===== config.mk =====
export PLATFORM = sky130hd
export DESIGN_NAME = tmem_xbar_rr
export DESIGN_NICKNAME = d
export VERILOG_FILES = /design/src/rtl/tmem_xbar_pkg.sv /design/src/rtl/tmem_rr_arbiter.sv /design/src/rtl/tmem_xbar_rr.sv
export SDC_FILE = /design/constraint.sdc
export NUM_CORES = 1
export LEC_CHECK = 0
export ABC_AREA = 1
export CORE_AREA = 4 4 304 306
export DETAILED_ROUTE_END_ITERATION = 10
export DIE_AREA = 0 0 308 310
export DONT_BUFFER_PORTS = 1
export GPL_ROUTABILITY_DRIVEN = 0
export PLACE_DENSITY = 0.49
export SLEW_MARGIN = 10
export SYNTH_ARGS = -nofsm -noshare
export SYNTH_HDL_FRONTEND = slang
export SYNTH_SLANG_ARGS = --single-unit

===== constraint.sdc =====
create_clock -name CLK_I -period 6.88 [get_ports CLK_I]
set_input_delay 0.344 -clock CLK_I [delete_from_list [all_inputs] [get_ports CLK_I]]
set_output_delay 0.344 -clock CLK_I [all_outputs]
set_load 0.005 [all_outputs]

===== src/rtl/tmem_xbar_pkg.sv =====
// ============================================================================
// Module  : tmem_xbar_pkg
// Purpose : Shared helpers for the TMEM read crossbar: a constant-evaluable
//           ceil(log2) and a slice macro for the flattened per-core and
//           per-bank buses.
// Ports   : none (package)
// Revision: 1.0 - initial release
// ============================================================================
`default_nettype none

`ifndef TMEM_XBAR_PKG_SV
`define TMEM_XBAR_PKG_SV

// Part-select of element idx (width w) within a flattened bus.
`define TMEM_SLICE(idx, w) ((idx)*(w)) +: (w)

package tmem_xbar_pkg;

    // ceil(log2(value)), never below 1 so that index vectors stay legal.
    function automatic int clog2(input int value);
        int r;
        int v;
        r = 0;
        v = value - 1;
        while (v > 0) begin
            r = r + 1;
            v = v >> 1;
        end
        return (r < 1) ? 1 : r;
    endfunction

endpackage

`endif

`default_nettype wire


===== src/rtl/tmem_rr_arbiter.sv =====
// ============================================================================
// Module  : tmem_rr_arbiter
// Purpose : Round-robin arbiter for one TMEM bank. Picks the first requesting
//           core at or after the rotating pointer; optionally co-grants every
//           requester reading the winner's physical address.
// Ports   : clk/rst       - clock, synchronous active-high reset
//           i_req         - per-core eligible request for this bank
//           i_paddr       - per-core physical address, flattened
//           i_mergeEn     - allow same-address co-grants
//           o_gnt         - grant vector including merged cores
//           o_winner      - index of the arbitration winner
//           o_en          - bank read enable (a winner exists)
// Revision: 1.0 - initial release
// ============================================================================
`default_nettype none

module tmem_rr_arbiter
    import tmem_xbar_pkg::*;
#(
    parameter int NUM_CORES = 4,
    parameter int PADDR_W   = 16,
    parameter int IDX_W     = 2
) (
    input  logic                         clk,
    input  logic                         rst,
    input  logic [NUM_CORES-1:0]         i_req,
    input  logic [NUM_CORES*PADDR_W-1:0] i_paddr,
    input  logic                         i_mergeEn,
    output logic [NUM_CORES-1:0]         o_gnt,
    output logic [IDX_W-1:0]             o_winner,
    output logic                         o_en
);

    logic [IDX_W-1:0]   r_ptr;
    logic [IDX_W-1:0]   w_winner;
    logic               w_found;
    logic [PADDR_W-1:0] w_winAddr;

    // Rotating search: visit ptr, ptr+1, ... wrapping at NUM_CORES.
    always_comb begin
        int idx;
        idx      = 0;
        w_found  = 1'b0;
        w_winner = '0;
        for (int k = 0; k < NUM_CORES; k++) begin
            idx = int'(r_ptr) + k;
            if (idx >= NUM_CORES) begin
                idx = idx - NUM_CORES;
            end
            if (!w_found && i_req[IDX_W'(idx)]) begin
                w_found  = 1'b1;
                w_winner = IDX_W'(idx);
            end
        end
    end

    always_comb begin
        w_winAddr = '0;
        for (int j = 0; j < NUM_CORES; j++) begin
            if (IDX_W'(j) == w_winner) begin
                w_winAddr = i_paddr[`TMEM_SLICE(j, PADDR_W)];
            end
        end
    end

    always_comb begin
        o_gnt = '0;
        for (int j = 0; j < NUM_CORES; j++) begin
            if (w_found && i_req[j]) begin
                if (IDX_W'(j) == w_winner) begin
                    o_gnt[j] = 1'b1;
                end else if (i_mergeEn && (i_paddr[`TMEM_SLICE(j, PADDR_W)] == w_winAddr)) begin
                    o_gnt[j] = 1'b1;
                end
            end
        end
    end

    // Only the winner moves the pointer; merged cores do not affect fairness.
    always_ff @(posedge clk) begin
        if (rst) begin
            r_ptr <= '0;
        end else if (w_found) begin
            r_ptr <= (int'(w_winner) == NUM_CORES - 1) ? '0 : w_winner + 1'b1;
        end
    end

    assign o_winner = w_winner;
    assign o_en     = w_found;

endmodule

`default_nettype wire


===== src/rtl/tmem_xbar_rr.sv =====
// ============================================================================
// Module  : tmem_xbar_rr
// Purpose : N-core x M-bank texture-memory read crossbar. Per-bank round-robin
//           arbitration, optional same-address merging, registered grant and
//           read-data return, per-bank saturating conflict counters.
// Ports   : CLK_I, RST_I  - clock, synchronous active-high reset
//           REQ_I, ADR_I  - per-core level request and virtual address
//           GNT_O         - grant pulse, one cycle after arbitration
//           DAT_O, DVAL_O - read data and valid pulse, two cycles after
//           BRD_EN_O, BRD_ADR_O, BRD_DAT_I - bank read port (1-cycle RAM)
//           CLR_STATS_I   - clear conflict counters
//           CONFLICT_O    - per-bank conflict counts
// Revision: 1.0 - initial release
// ============================================================================
`default_nettype none

module tmem_xbar_rr
    import tmem_xbar_pkg::*;
#(
    parameter int NUM_CORES    = 4,
    parameter int NUM_BANKS    = 4,
    parameter int ADDR_W       = 32,
    parameter int DATA_W       = 32,
    parameter int BANK_ADDR_W  = 16,
    parameter int ENABLE_MERGE = 1,
    parameter int CNT_W        = 16
) (
    input  logic                             CLK_I,
    input  logic                             RST_I,
    input  logic [NUM_CORES-1:0]             REQ_I,
    input  logic [NUM_CORES*ADDR_W-1:0]      ADR_I,
    output logic [NUM_CORES-1:0]             GNT_O,
    output logic [NUM_CORES*DATA_W-1:0]      DAT_O,
    output logic [NUM_CORES-1:0]             DVAL_O,
    output logic [NUM_BANKS-1:0]             BRD_EN_O,
    output logic [NUM_BANKS*BANK_ADDR_W-1:0] BRD_ADR_O,
    input  logic [NUM_BANKS*DATA_W-1:0]      BRD_DAT_I,
    input  logic                             CLR_STATS_I,
    output logic [NUM_BANKS*CNT_W-1:0]       CONFLICT_O
);

    localparam int              c_BANK_SEL_W = clog2(NUM_BANKS);
    localparam int              c_CORE_IDX_W = clog2(NUM_CORES);
    localparam logic [CNT_W-1:0] c_CNT_MAX   = '1;

    logic [NUM_CORES-1:0]             w_elig;
    logic [c_BANK_SEL_W-1:0]          w_bank [NUM_CORES];
    logic [NUM_CORES*BANK_ADDR_W-1:0] w_paddr;
    logic [NUM_CORES-1:0]             w_bankGnt [NUM_BANKS];
    logic [c_CORE_IDX_W-1:0]          w_bankWin [NUM_BANKS];
    logic [DATA_W-1:0]                w_bankDat [NUM_BANKS];
    logic [NUM_CORES-1:0]             w_coreGnt;
    logic                             w_unusedAdr;

    logic [NUM_CORES-1:0]             r_gnt;
    logic [NUM_CORES-1:0]             r_dval;
    logic [NUM_CORES*DATA_W-1:0]      r_dat;
    logic [c_BANK_SEL_W-1:0]          r_gntBank [NUM_CORES];

    // r_gnt doubles as the one-cycle mask: a core is ineligible exactly in
    // the cycle its GNT_O is visible. Nothing is eligible during reset.
    assign w_elig      = RST_I ? '0 : (REQ_I & ~r_gnt);
    assign w_unusedAdr = ^ADR_I;

    // Low address bits select the bank; the next BANK_ADDR_W bits are the
    // in-bank address (upper bits are dropped).
    for (genvar i = 0; i < NUM_CORES; i++) begin : g_decode
        assign w_bank[i] = ADR_I[(i*ADDR_W) +: c_BANK_SEL_W];
        assign w_paddr[`TMEM_SLICE(i, BANK_ADDR_W)] =
            ADR_I[(i*ADDR_W + c_BANK_SEL_W) +: BANK_ADDR_W];
    end

    for (genvar b = 0; b < NUM_BANKS; b++) begin : g_bank
        logic [NUM_CORES-1:0]   w_req;
        logic                   w_en;
        logic [BANK_ADDR_W-1:0] w_adr;
        logic [CNT_W-1:0]       r_cnt;

        always_comb begin
            w_req = '0;
            for (int i = 0; i < NUM_CORES; i++) begin
                w_req[i] = w_elig[i] && (w_bank[i] == c_BANK_SEL_W'(b));
            end
        end

        tmem_rr_arbiter #(
            .NUM_CORES (NUM_CORES),
            .PADDR_W   (BANK_ADDR_W),
            .IDX_W     (c_CORE_IDX_W)
        ) u_arb (
            .clk       (CLK_I),
            .rst       (RST_I),
            .i_req     (w_req),
            .i_paddr   (w_paddr),
            .i_mergeEn (ENABLE_MERGE != 0),
            .o_gnt     (w_bankGnt[b]),
            .o_winner  (w_bankWin[b]),
            .o_en      (w_en)
        );

        always_comb begin
            w_adr = '0;
            for (int i = 0; i < NUM_CORES; i++) begin
                if (w_en && (c_CORE_IDX_W'(i) == w_bankWin[b])) begin
                    w_adr = w_paddr[`TMEM_SLICE(i, BANK_ADDR_W)];
                end
            end
        end

        // A conflict cycle is any cycle leaving an eligible request ungranted.
        always_ff @(posedge CLK_I) begin
            if (RST_I || CLR_STATS_I) begin
                r_cnt <= '0;
            end else if ((|(w_req & ~w_bankGnt[b])) && (r_cnt != c_CNT_MAX)) begin
                r_cnt <= r_cnt + 1'b1;
            end
        end

        assign w_bankDat[b]                          = BRD_DAT_I[`TMEM_SLICE(b, DATA_W)];
        assign BRD_EN_O[b]                           = w_en;
        assign BRD_ADR_O[`TMEM_SLICE(b, BANK_ADDR_W)] = w_adr;
        assign CONFLICT_O[`TMEM_SLICE(b, CNT_W)]      = RST_I ? '0 : r_cnt;
    end

    // Each core targets a single bank, so OR-ing the bank grants is exact.
    always_comb begin
        w_coreGnt = '0;
        for (int b = 0; b < NUM_BANKS; b++) begin
            w_coreGnt = w_coreGnt | w_bankGnt[b];
        end
    end

    // Remember which bank served each grant so the returning data (one cycle
    // later) is steered from the right bank even if ADR_I has since changed.
    always_ff @(posedge CLK_I) begin
        if (RST_I) begin
            r_gnt  <= '0;
            r_dval <= '0;
            r_dat  <= '0;
            for (int i = 0; i < NUM_CORES; i++) begin
                r_gntBank[i] <= '0;
            end
        end else begin
            r_gnt  <= w_coreGnt;
            r_dval <= r_gnt;
            for (int i = 0; i < NUM_CORES; i++) begin
                if (w_coreGnt[i]) begin
                    r_gntBank[i] <= w_bank[i];
                end
                if (r_gnt[i]) begin
                    r_dat[`TMEM_SLICE(i, DATA_W)] <= w_bankDat[r_gntBank[i]];
                end
            end
        end
    end

    // Outputs read zero throughout a reset cycle, so an in-flight grant
    // caught by reset never becomes visible.
    assign GNT_O  = RST_I ? '0 : r_gnt;
    assign DVAL_O = RST_I ? '0 : r_dval;
    assign DAT_O  = RST_I ? '0 : r_dat;

endmodule

`default_nettype wire


# After elaboration in Yosys (flattened, before gate mapping)
# Memory sizes are Yosys's and may differ from the RTL's.
# Index checks and enable logic that the tools add are counted.
# totals
regBits	208
wordCells	463
rom_bits	0
ram_bits	8
input_bits	263
latch_bits	0
mem_count	1
# mem_list
memory	words	word_bits	rd	rd_clocked_by_memory_dff	write_ports	line	source
r_gntBank	4	2	4	0	4	tmem_xbar_rr.sv:58	logic [c_BANK_SEL_W-1:0] r_gntBank [NUM_CORES];
# classes
order_cmp	36
n_addsub	36
n_shift	0
div	0
n_eq_ne	48
bitwise	21
n_mux	218
n_mul	0
reduce_logical	89
# ops
operator	count
2-to-1 mux 16 bit	36
binary-select mux 32 bit (select 2 bit)	4
equality test 16 bit	16
2-to-1 mux 32 bit	8
2-to-1 mux 128 bit	1
2-to-1 mux 1 bit	110
2-to-1 mux 2 bit	40
adder 16 x 1 -> 16 bit, second input constant	4
logical AND 1 bit	64
< comparator 2 x 4 -> 1 bit, second input constant	16
!= test 16 bit, second input constant	4
greater-or-equal comparator 3 bit, second input constant	16
binary-select mux 1 bit (select 2 bit)	16
subtractor 2 x 1 -> 2 bit, second input constant	16
adder 2 x 2 -> 3 bit, second input constant	8
AND 4 bit	5
inverter 4 bit	5
equality test 2 x 1 -> 1 bit, second input constant	8
equality test 2 bit, first input constant	8
equality test 2 bit, second input constant	8
zero test 2 bit	8
OR reduction 4 bit	4
adder 2 x 1 -> 3 bit, second input constant	4
greater-or-equal comparator 2 x 3 -> 1 bit, second input constant	4
8 further kinds	35

# Depth between registers and ports, before layout
# Gate-level depths: netlist of the first run.
# depth
word_depth	33
depth_mapped	40

# Cells and area by module
# Synthesis of the first run repeated with hierarchy kept, for this count alone.
# hier_totals
cells_unflattened	4497
area_unflattened_um2	24467.2
# modules_own_cells
mod	seq_area_each_um2	area_per_inst_um2	n_inst	cells_per_inst
tmem_xbar_rr	4244.1	15823.9	1	2653
tmem_rr_arbiter	40.0	2160.8	4	461

# Worst setup path after synthesis of the first run
# OpenSTA, ideal clock, no wires.
# synth_path
path_kind	input -> register
startpoint	in RST_I
endpoint	mem r_gntBank[0][0] (netlist name), enable pin
cell_stages	33
slack_ns	3.102
arrival_ns	3.523
cell_sequence	buf_4 -> inv_2 -> nand3_1 -> nor3_1 -> inv_1 -> nand2_1 -> o21ai_1 -> nor2_1 -> a21oi_1 -> nand2_1 -> nor2_1 -> a21oi_1 -> xor2_1 -> nor2_1 -> inv_1 -> ha_1 -> buf_6 -> buf_6 -> nand3_1 -> nand2_1 -> nand2_1 -> nand2_2 -> nand2_1 -> nand2_1 -> nand2_1 -> inv_1 -> nand2_1 -> nor2_1 -> nand2_1 -> a21oi_1 -> or2_2 -> nor2_1 -> nand2_1
# synth_rtl
item	line	source
start, declared	tmem_xbar_rr.sv:29	input logic RST_I,
end, declared	tmem_xbar_rr.sv:58	

==> parameters.txt, run 1 <==
Parameter                              Value

Synthesis
  Async set or reset register ratio after synthesis ... 0%
  Post-synthesis instance total ... 4180
  Syn Nets ... 4463
  Cells taking the most area after synthesis ... dfxtp_1 (19%), nand2_1 (18%), nand3_1 (12%), inv_1 (9.6%), nor2_1 (9.3%)
  Synth cell types ... 40
  Number of storage elements in the synthesis netlist ... 216
  Warnings, synthesis ... 0
  Most used flip-flop cell after synthesis ... dfxtp_1
  Area share of the largest cell type after synthesis ... 18.6%
  Number of enable flip-flop cells after synthesis ... 8
  Post-Syn Area ... 22300 µm²
  Fraction of the yosys area taken by sequential cells ... 19.7%
  Top cell type by total area after synthesis ... dfxtp_1
  Mean Syn Cell Area ... 5.34 µm²

Setup path
  Critical Path Fanout Max ... 22
  Required time at the endpoint of the critical path ... 7180 ps
  Bufs and invs on worst path ... 7
  Start of the worst register-to-register path ... r_gnt[3]$_SDFF_PP0_
  Longest individual stage delay on the worst path ... 570 ps
  Worst EP arrival ... 5980 ps
  Most used cell, CP ... nand2_1
  Crit path max-delay cell type ... inv_1
  Kind of critical path ... reg -> reg
  Worst reg-to-reg path cell count ... 29
  Family with the most delay on the worst path ... simple AND/OR/NAND/NOR gates
  FF-to-FF End ... r_gntBank[1][0]$_SDFFCE_PN0P_
  Type of origin of the critical path ... flop
  Slack of the worst reg-to-reg path ... 1190 ps
  Endpoint class of the critical path ... flop

Timing
  Final setup margin ... 1190 ps
  Endpoints failing setup ... 0
  Final slew viol count ... 0
  Tcrit/Tclk final ... 82.7%
  Worst hold-check slack ... 34.7 ps
  Layout Skew ... 13.4 ps
  RSZ-0062 raised after global routing ... false
  Tmin final ... 5690 ps
  Max Fclk ... 0.176 GHz
  Slew at the pin closest to its max-slew limit ... 1100 ps
  Summed negative setup slack over all endpoints ... 0 ps
  Slew headroom ... 26.6%
  Count of final hold-check violations ... 0

Route
  DRC violation count after routing ... 0
  Drt pass-1 iters ... 6
  DRT antenna net count ... 0
  Per-cell via count in the routed design ... 5.05
  Routed len/inst ... 20.4 µm
  Final wirelength ... 107000 µm
  Iteration-0 DRC count of the detailed router ... 2664
  DR vias ... 26443

GRT
  Pin count of the biggest net entering global routing ... 202
  Number of global-route vias before repair ... 23545
  Antenna violations before repair ... 7
  First-pass GRT wire length ... 154000 µm
  Global Route Usage Sum ... 21.0%
  Global-route congestion overflow total ... 0

Place
  Count of buffers inserted at the top-level ports ... 0
  Setup slack at placement ... 1030 ps
  Post-DP HPWL ... 74900 µm

Die
  DIE AREA ... 95500 µm²
  Effective utilization at floorplan ... 24.9%
  Core Rows ... 110
  I/O pins ... 531
  Core Box Area ... 89600 µm²
  Die width ... 308 µm
  Die Y ... 310 µm

Worst hold path
  Hold Path Origin ... BRD_DAT_I[22]
  Number of cells on the worst hold path ... 4
  Endpoint of the worst hold-timing path ... r_dat[118]$_SDFFE_PP0P_
  Path class of the lowest-slack min-delay path ... in -> reg

Clock tree
  Clock transition at the registers of the reported paths ... 70 ps
  Number of buffers added by the clock tree synthesis step ... 29
  Htree depth ... 1
  Clock tree from TritonCTS ... built
  Number of cells upsized or downsized after cts ... 0
  Total clock sinks ... 216
  Number of buffers on the longest clock path ... 3
  Buffer type at the clock tree root ... clkbuf_16
  Clock latency of the later-clocked register in the worst-skew pair ... 590 ps

Outcome
  Run status ... finished clean

Pwr
  IR Drop Worst-Case VDD ... 0.406 mV
  Power density over cell area ... 614 nW/µm²
  Static Leakage ... 0.0112 µW
  Sum of internal, switching and leakage power ... 14900 µW

Flow run
  Number of maximum-capacitance constraint violations ... 0

Layout
  Relative area change from synthesis to final layout ... 8.32%
  Share of the core filled with cells ... 27.0%
  Number of fill cells ... 10331
  Proportion of layout cells with a drive suffix above 1 ... 5.75%
  Total Nets Final ... 4318
## flip-flops by register name, indices dropped and copies added (netlist names)
name,count
r_gntBank,8
r_dat,128
r_dval,4
g_bank.u_arb.r_ptr,8
r_gnt,4
g_bank.r_cnt,64
## kinds of logic (layout without fill, tap and decap cells)
kind of cell / after synthesis / in the layout / share of synthesized area (%)
other: 0 / 3 / 0
AND/OR/NAND/NOR: 2302 / 2302 / 43.7
AO/OA/AOI/OAI: 772 / 772 / 18.8
adder cells (fa/ha/maj): 20 / 20 / 1.12
flip-flops: 216 / 216 / 19.7
XOR/XNOR: 19 / 19 / 0.745
buffers and inverters: 850 / 725 / 15.9
multiplexers: 1 / 1 / 0.0448
## worst max-delay path by stage
stage                                    from                              end  slack [ps]  cells after the start
final                     r_gnt[3]$_SDFF_PP0_    r_gntBank[1][0]$_SDFFCE_PN0P_        1190                     29
after global routing      r_gnt[3]$_SDFF_PP0_  g_bank[2].r_cnt[5]$_SDFFE_PP0P_         740                     34
after CTS                 r_gnt[3]$_SDFF_PP0_    r_gntBank[1][0]$_SDFFCE_PN0P_        1250                     29
after detailed placement                RST_I    r_gntBank[1][0]$_SDFFCE_PN0P_        1030                     29
after global placement                  RST_I    r_gntBank[1][0]$_SDFFCE_PN0P_        1040                     29
after floorplan                         RST_I    r_gntBank[0][0]$_SDFFCE_PN0P_        3100                     33
## routing by layer
layer	GRT usage (%)	routed length (µm)
met1	25.3	42000
met3	6.61	11700
met2	34.9	48700
met4	8.38	4390
met5	0	55
## cells in the mapped netlist (4+ instances only)
master / n
clkinv_1: 7
buf_2: 50
dfxtp_1: 208
inv_2: 18
nor3_1: 34
nor2_1: 556
nand2_1: 1043
xnor2_1: 4
buf_6: 26
nand3_1: 535
nand4_1: 9
inv_1: 574
nand2_4: 4
o211ai_1: 128
xor2_1: 15
buf_4: 21
buf_1: 16
edfxtp_1: 8
nor4_1: 5
nand2_2: 98
o21ai_0: 326
a21oi_1: 294
o21ai_1: 14
ha_1: 20
clkbuf_1: 134
nand3_2: 7
## tightest hold or removal path, stage by stage
cell,delay (ps)
o21ai_0,60
nand3_1,70
o21ai_0,70
inv_1,50
## cells in the final DEF, fill, tap and decap left out, types with 4 or more instances in the layout
cell type         n
nand3_1         535
nor3_2            4
nand4_1           9
edfxtp_1          8
o211ai_1        128
o21ai_0         326
inv_1           574
a21oi_1         294
nand2_1        1043
buf_4            35
inv_2            18
nand2_2          98
o21ai_1          14
nand3_2           7
xor2_1           15
dfxtp_2           4
clkinv_1          7
nor2_4            5
clkbuf_1          4
dfxtp_1         204
nor4_1            5
nor3_1           33
nor2_1          552
dlygate4sd3_1    36
xnor2_1           4
clkinv_2          7
clkbuf_8          6
nand2_4           4
clkbuf_16        30
ha_1             19
## report_power, final
| part | internal (µW) | total (µW) | switching [µW] | leakage [µW] |
|---|---|---|---|---|
| registers | 1480 | 1560 | 79.7 | 0.00177 |
| logic | 3170 | 11700 | 8540 | 0.00899 |
| clock network | 933 | 1580 | 647 | 0.000487 |
## metrics by stage
stage | instances | instance area, µm²
2_1_floorplan | 4180 | 22300
3_3_place_gp | 5144 | 22800
3_5_place_dp | 5144 | 22800
4_1_cts | 5231 | 24200
5_1_grt | 5233 | 24200
6_report | 5234 | 24200
## area by class of cell
cell class | count | area (µm²) | area share (%)
Sequential cell | 216 | 4410 | 18.2
Tap cell | 1176 | 1470 | 6.08
Multi-Input combinational cell | 3114 | 14400 | 59.6
Antenna cell | 3 | 7.51 | 0.0310
Clock inverter | 11 | 124 | 0.512
Clock buffer | 40 | 848 | 3.51
Timing Repair Buffer | 71 | 623 | 2.58
Inverter | 603 | 2280 | 9.41
## repair_timing
item / 4_1_cts / 5_1_grt
setup buffers: 0 / 0
endpoints found under the hold margin: 63 / 0
hold buffers: 36 / 0
Power figures use the tool's default switching activity.
==> inputs of run 2 (changes only) <==
--- a/config.mk
+++ b/config.mk
@@ -5,13 +5,13 @@
 export SDC_FILE = /design/constraint.sdc
 export NUM_CORES = 1
 export LEC_CHECK = 0
-export ABC_AREA = 1
-export CORE_AREA = 4 4 304 306
+export ABC_AREA = 0
+export CORE_AREA = 4 4 299 301
 export DETAILED_ROUTE_END_ITERATION = 10
-export DIE_AREA = 0 0 308 310
+export DIE_AREA = 0 0 303 305
 export DONT_BUFFER_PORTS = 1
 export GPL_ROUTABILITY_DRIVEN = 0
-export PLACE_DENSITY = 0.49
+export PLACE_DENSITY = 0.5
 export SLEW_MARGIN = 10
 export SYNTH_ARGS = -nofsm -noshare
 export SYNTH_HDL_FRONTEND = slang
==> constraint.sdc (replaced) <==
create_clock -name CLK_I -period 5.1 [get_ports CLK_I]
set_input_delay 0.255 -clock CLK_I [delete_from_list [all_inputs] [get_ports CLK_I]]
set_output_delay 0.255 -clock CLK_I [all_outputs]
set_load 0.005 [all_outputs]
==> run 2 against run 1 <==
Net effect: total power decreased by 62%; die area shrank 3.2%; worst setup slack lost 980 ps; sequential share of layout area decreased by 0.59 points; highest routed layer unchanged.
==> parameters.txt, run 2 <==
Parameter                              Value

Outcome
  Run status ... finished clean

Clock tree
  Buffer type at the clock tree root ... clkbuf_16
  Number of buffers on the longest clock path ... 3 (unchanged)
  Clock tree from TritonCTS ... built
  Clock transition at the registers of the reported paths ... 60 ps (about the same)
  Htree depth ... 1 (unchanged)
  Total clock sinks ... 216 (unchanged)
  Clock latency of the later-clocked register in the worst-skew pair ... 530 ps (-60 ps)
  Number of buffers added by the clock tree synthesis step ... 24 (-17%)

Synthesis
  Most used flip-flop cell after synthesis ... dfxtp_1
  Number of storage elements in the synthesis netlist ... 216 (unchanged)
  Warnings, synthesis ... 0 (unchanged)
  Area share of the largest cell type after synthesis ... 19.4% (+0.73 points)
  Number of enable flip-flop cells after synthesis ... 8 (unchanged)
  Most repeated cell in the gate-level netlist after synthesis ... nor2_1
  Syn Nets ... 2941 (-34%)
  Top cell type by total area after synthesis ... dfxtp_1
  Async set or reset register ratio after synthesis ... 0% (unchanged)
  Fraction of the yosys area taken by sequential cells ... 20.5% (+0.77 points)
  Mean Syn Cell Area ... 8.09 µm² (+51%)
  Post-synthesis instance total ... 2658 (-36%)
  Cell types with the highest counts after synthesis ... nor2_1 (270), nor2b_1 (265), dfxtp_1 (208)
  Synth cell types ... 89 (+120%)
  Post-Syn Area ... 21500 µm² (-3.7%)
  Cells taking the most area after synthesis ... dfxtp_1 (19%), mux4_2 (13%), nor2b_1 (7.7%), mux2i_1 (6.9%), nor2_1 (4.7%)

Timing
  Endpoints failing setup ... 0 (unchanged)
  Slew at the pin closest to its max-slew limit ... 979 ps (-119 ps)
  Tcrit/Tclk final ... 95.8% (+13 points)
  Tmin final ... 4890 ps (-798 ps)
  Slew headroom ... 34.2% (+7.6 points)
  Max Fclk ... 0.205 GHz (+16%)
  Final slew viol count ... 0 (unchanged)
  Layout Skew ... 13.2 ps (-0.241 ps)
  Count of final hold-check violations ... 0 (unchanged)

Die
  Core Box Area ... 86600 µm² (-3.3%)
  Effective utilization at floorplan ... 24.8% (-0.11 points)
  DIE AREA ... 92400 µm² (-3.2%)
  I/O pins ... 531 (unchanged)
  Die Y ... 305 µm (-1.6%)
  Die width ... 303 µm (-1.6%)
  Core Rows ... 108 (-1.8%)

GRT
  Antenna violations before repair ... 4 (-3)
  Global Route Usage Sum ... 21.5% (+0.48 points)
  Pin count of the biggest net entering global routing ... 206 (+2.0%)
  Global-route congestion overflow total ... 0 (unchanged)
  Number of global-route vias before repair ... 20521 (-13%)
  First-pass GRT wire length ... 148000 µm (-3.7%)

Layout
  Max FFs per register ... 128 (unchanged)
  Proportion of layout cells with a drive suffix above 1 ... 18.1% (+12 points)
  Area of all placed cells without fillers ... 25000 µm² (+3.3%)
  Relative area change from synthesis to final layout ... 16.3%
  Register with the most flip-flops ... r_dat
  Registers with the most flip-flops ... r_dat x128, g_bank.r_cnt x64
  Most common cell after layout, fill and taps aside ... nor2b_1
  Total Nets Final ... 2944 (-32%)
  Top library cells by usage in the layout, fill and taps aside ... nor2b_1 (262), nor2_1 (261), dfxtp_1 (204)
  Share of the core filled with cells ... 28.9% (+1.9 points)

Place
  Area after detailed placement ... 23700 µm² (+3.5%)
  Count of buffers inserted at the top-level ports ... 0 (unchanged)
  Post-DP HPWL ... 75500 µm (+0.69%)

Pwr
  Power density over cell area ... 226 nW/µm² (-63%)
  Static Leakage ... 0.00851 µW (-24%)
  IR Drop Worst-Case VDD ... 0.174 mV (-57%)

Route
  Iteration-0 DRC count of the detailed router ... 2579 (-3.2%)
  Final wirelength ... 106000 µm (-0.81%)
  DRT antenna net count ... 0 (unchanged)
  Routed len/inst ... 27.6 µm (+35%)
  Per-cell via count in the routed design ... 5.69 (+13%)
  DR vias ... 21806 (-18%)
  Drt pass-1 iters ... 6 (unchanged)
  DRC violation count after routing ... 0 (unchanged)

Setup path
  FF-to-FF End ... g_bank[2].r_cnt[1]$_SDFFE_PP0P_
  Start of the worst register-to-register path ... r_gnt[0]$_SDFF_PP0_
  Slack of the worst reg-to-reg path ... 210 ps (-980 ps)
  Kind of critical path ... reg -> reg
  Critical Path Fanout Max ... 33 (+50%)
  Critical path launch point ... r_gnt[0]$_SDFF_PP0_
  Endpoint class of the critical path ... flop
  Type of origin of the critical path ... flop
  Worst EP arrival ... 5290 ps (-690 ps)
  Required time at the endpoint of the critical path ... 5500 ps (-1680 ps)
  Critical path endpoint ... g_bank[2].r_cnt[1]$_SDFFE_PP0P_
  Worst reg-to-reg path cell count ... 23 (-21%)

Flow run
  Number of maximum-capacitance constraint violations ... 0 (unchanged)

Worst hold path
  Path class of the lowest-slack min-delay path ... in -> reg
-- run 2: changes by cell type after synthesis, sizes merged, moves of 206 or more --
cell / change
a21oi: -206
inv: -545
nand2: -988
nand3: -467
nor2: -287
nor2b: +265
o21ai: -239
-- run 2: cell type report --
| type | instances | area, µm² |
|---|---|---|
| multi-input combinational | 2144 | 16300 |
| fill | 9330 | 61600 |
| clock buffer | 38 | 756 |
| antenna | 3 | 7.51 |
| timing repair buffer | 221 | 1840 |
| clock inverter | 3 | 68.8 |
| tap | 1155 | 1450 |
| inverter | 54 | 208 |
| sequential | 216 | 4410 |
-- run 2: power breakdown --
part	switching [µW]	leakage (µW)	total (µW)	internal, µW
Clock	757	0.000403	1870	1110
Combinational	1070	0.00634	1990	923
Sequential	36.6	0.00177	1780	1740
Total	1860	0.00851	5640	3780
-- run 2: repair_timing --
action | CTS | global route
endpoints found under the setup margin | 44 | 75
resized for setup | 16 | 68
pin swaps | 2 | 18
hold buffers | 7 | 0
setup buffers | 0 | 8
endpoints found under the hold margin | 155 | 0
-- run 2: metrics by stage --
stage                     std cells  setup slack (ps)  TNS (ps)  hold slack (ps)  power [µW]
final                          3834               212         0             79.9        5640
after global routing           3831             -14.2     -14.2             83.6        5890
after CTS                      3823              3.62         0             53.9        5630
after detailed placement       3775              -155     -3060              369        3690
after global placement         3775              -113     -2190              370        3690
after floorplan                2658               113         0              451        3190
-- run 2: worst min path at each step --
stage | endpoint | slack [ps] | start | cells after the start
5_1_grt | r_dat[114]$_SDFFE_PP0P_ | 80 | BRD_DAT_I[18] | 3
6_report | g_bank[0].u_arb.r_ptr[0]$_SDFFE_PP0N_ | 80 | ADR_I[64] | 5
3_5_place_dp | r_dat[88]$_SDFFE_PP0P_ | 370 | RST_I | 1
4_1_cts | r_dat[110]$_SDFFE_PP0P_ | 50 | BRD_DAT_I[14] | 3
2_1_floorplan | g_bank[3].r_cnt[14]$_SDFFE_PP0P_ | 450 | g_bank[3].r_cnt[14]$_SDFFE_PP0P_ | 2
3_3_place_gp | r_dat[88]$_SDFFE_PP0P_ | 370 | RST_I | 1
-- run 2: critical path, cell delays in order, from the launching register on --
cell	delay [ps]
dfxtp_2	320
nor3b_2	200
buf_4	150
nand2_1	60
or2_2	330
nor2_1	100
a21oi_1	50
nor2_1	140
nor3_1	70
buf_4	170
ha_1	210
buf_12	180
nand3b_1	220
a311oi_2	410
xnor2_1	190
nand3_1	140
or4_4	570
o31ai_4	200
nand4_1	310
buf_6	260
nand2_1	110
buf_4	140
mux2i_1	170
nor2_1	50
-- run 2: logic make-up (layout without fill, tap and decap cells) --
| group | count (synthesis) | in the layout | synth area share [%] |
|---|---|---|---|
| other | 0 | 3 | 0 |
| muxes | 285 | 285 | 20.8 |
| and+or+nand+nor | 1213 | 1213 | 30.7 |
| DFF | 216 | 216 | 20.5 |
| AOI/OAI and AO/OA | 467 | 467 | 14.8 |
| adders and majority gates | 20 | 20 | 1.16 |
| xor gates and xnor gates | 159 | 159 | 6.48 |
| buffers and inverters | 298 | 316 | 5.64 |
-- run 2: layer usage --
metal	routed length [µm]	vias to the layer above	track usage (%)
met1	41100	10517	26.3
met4	5540	6	10.2
met2	48200	1266	34.8
met3	11100	291	5.91
li1	-	9726	-
met5	45	-	0
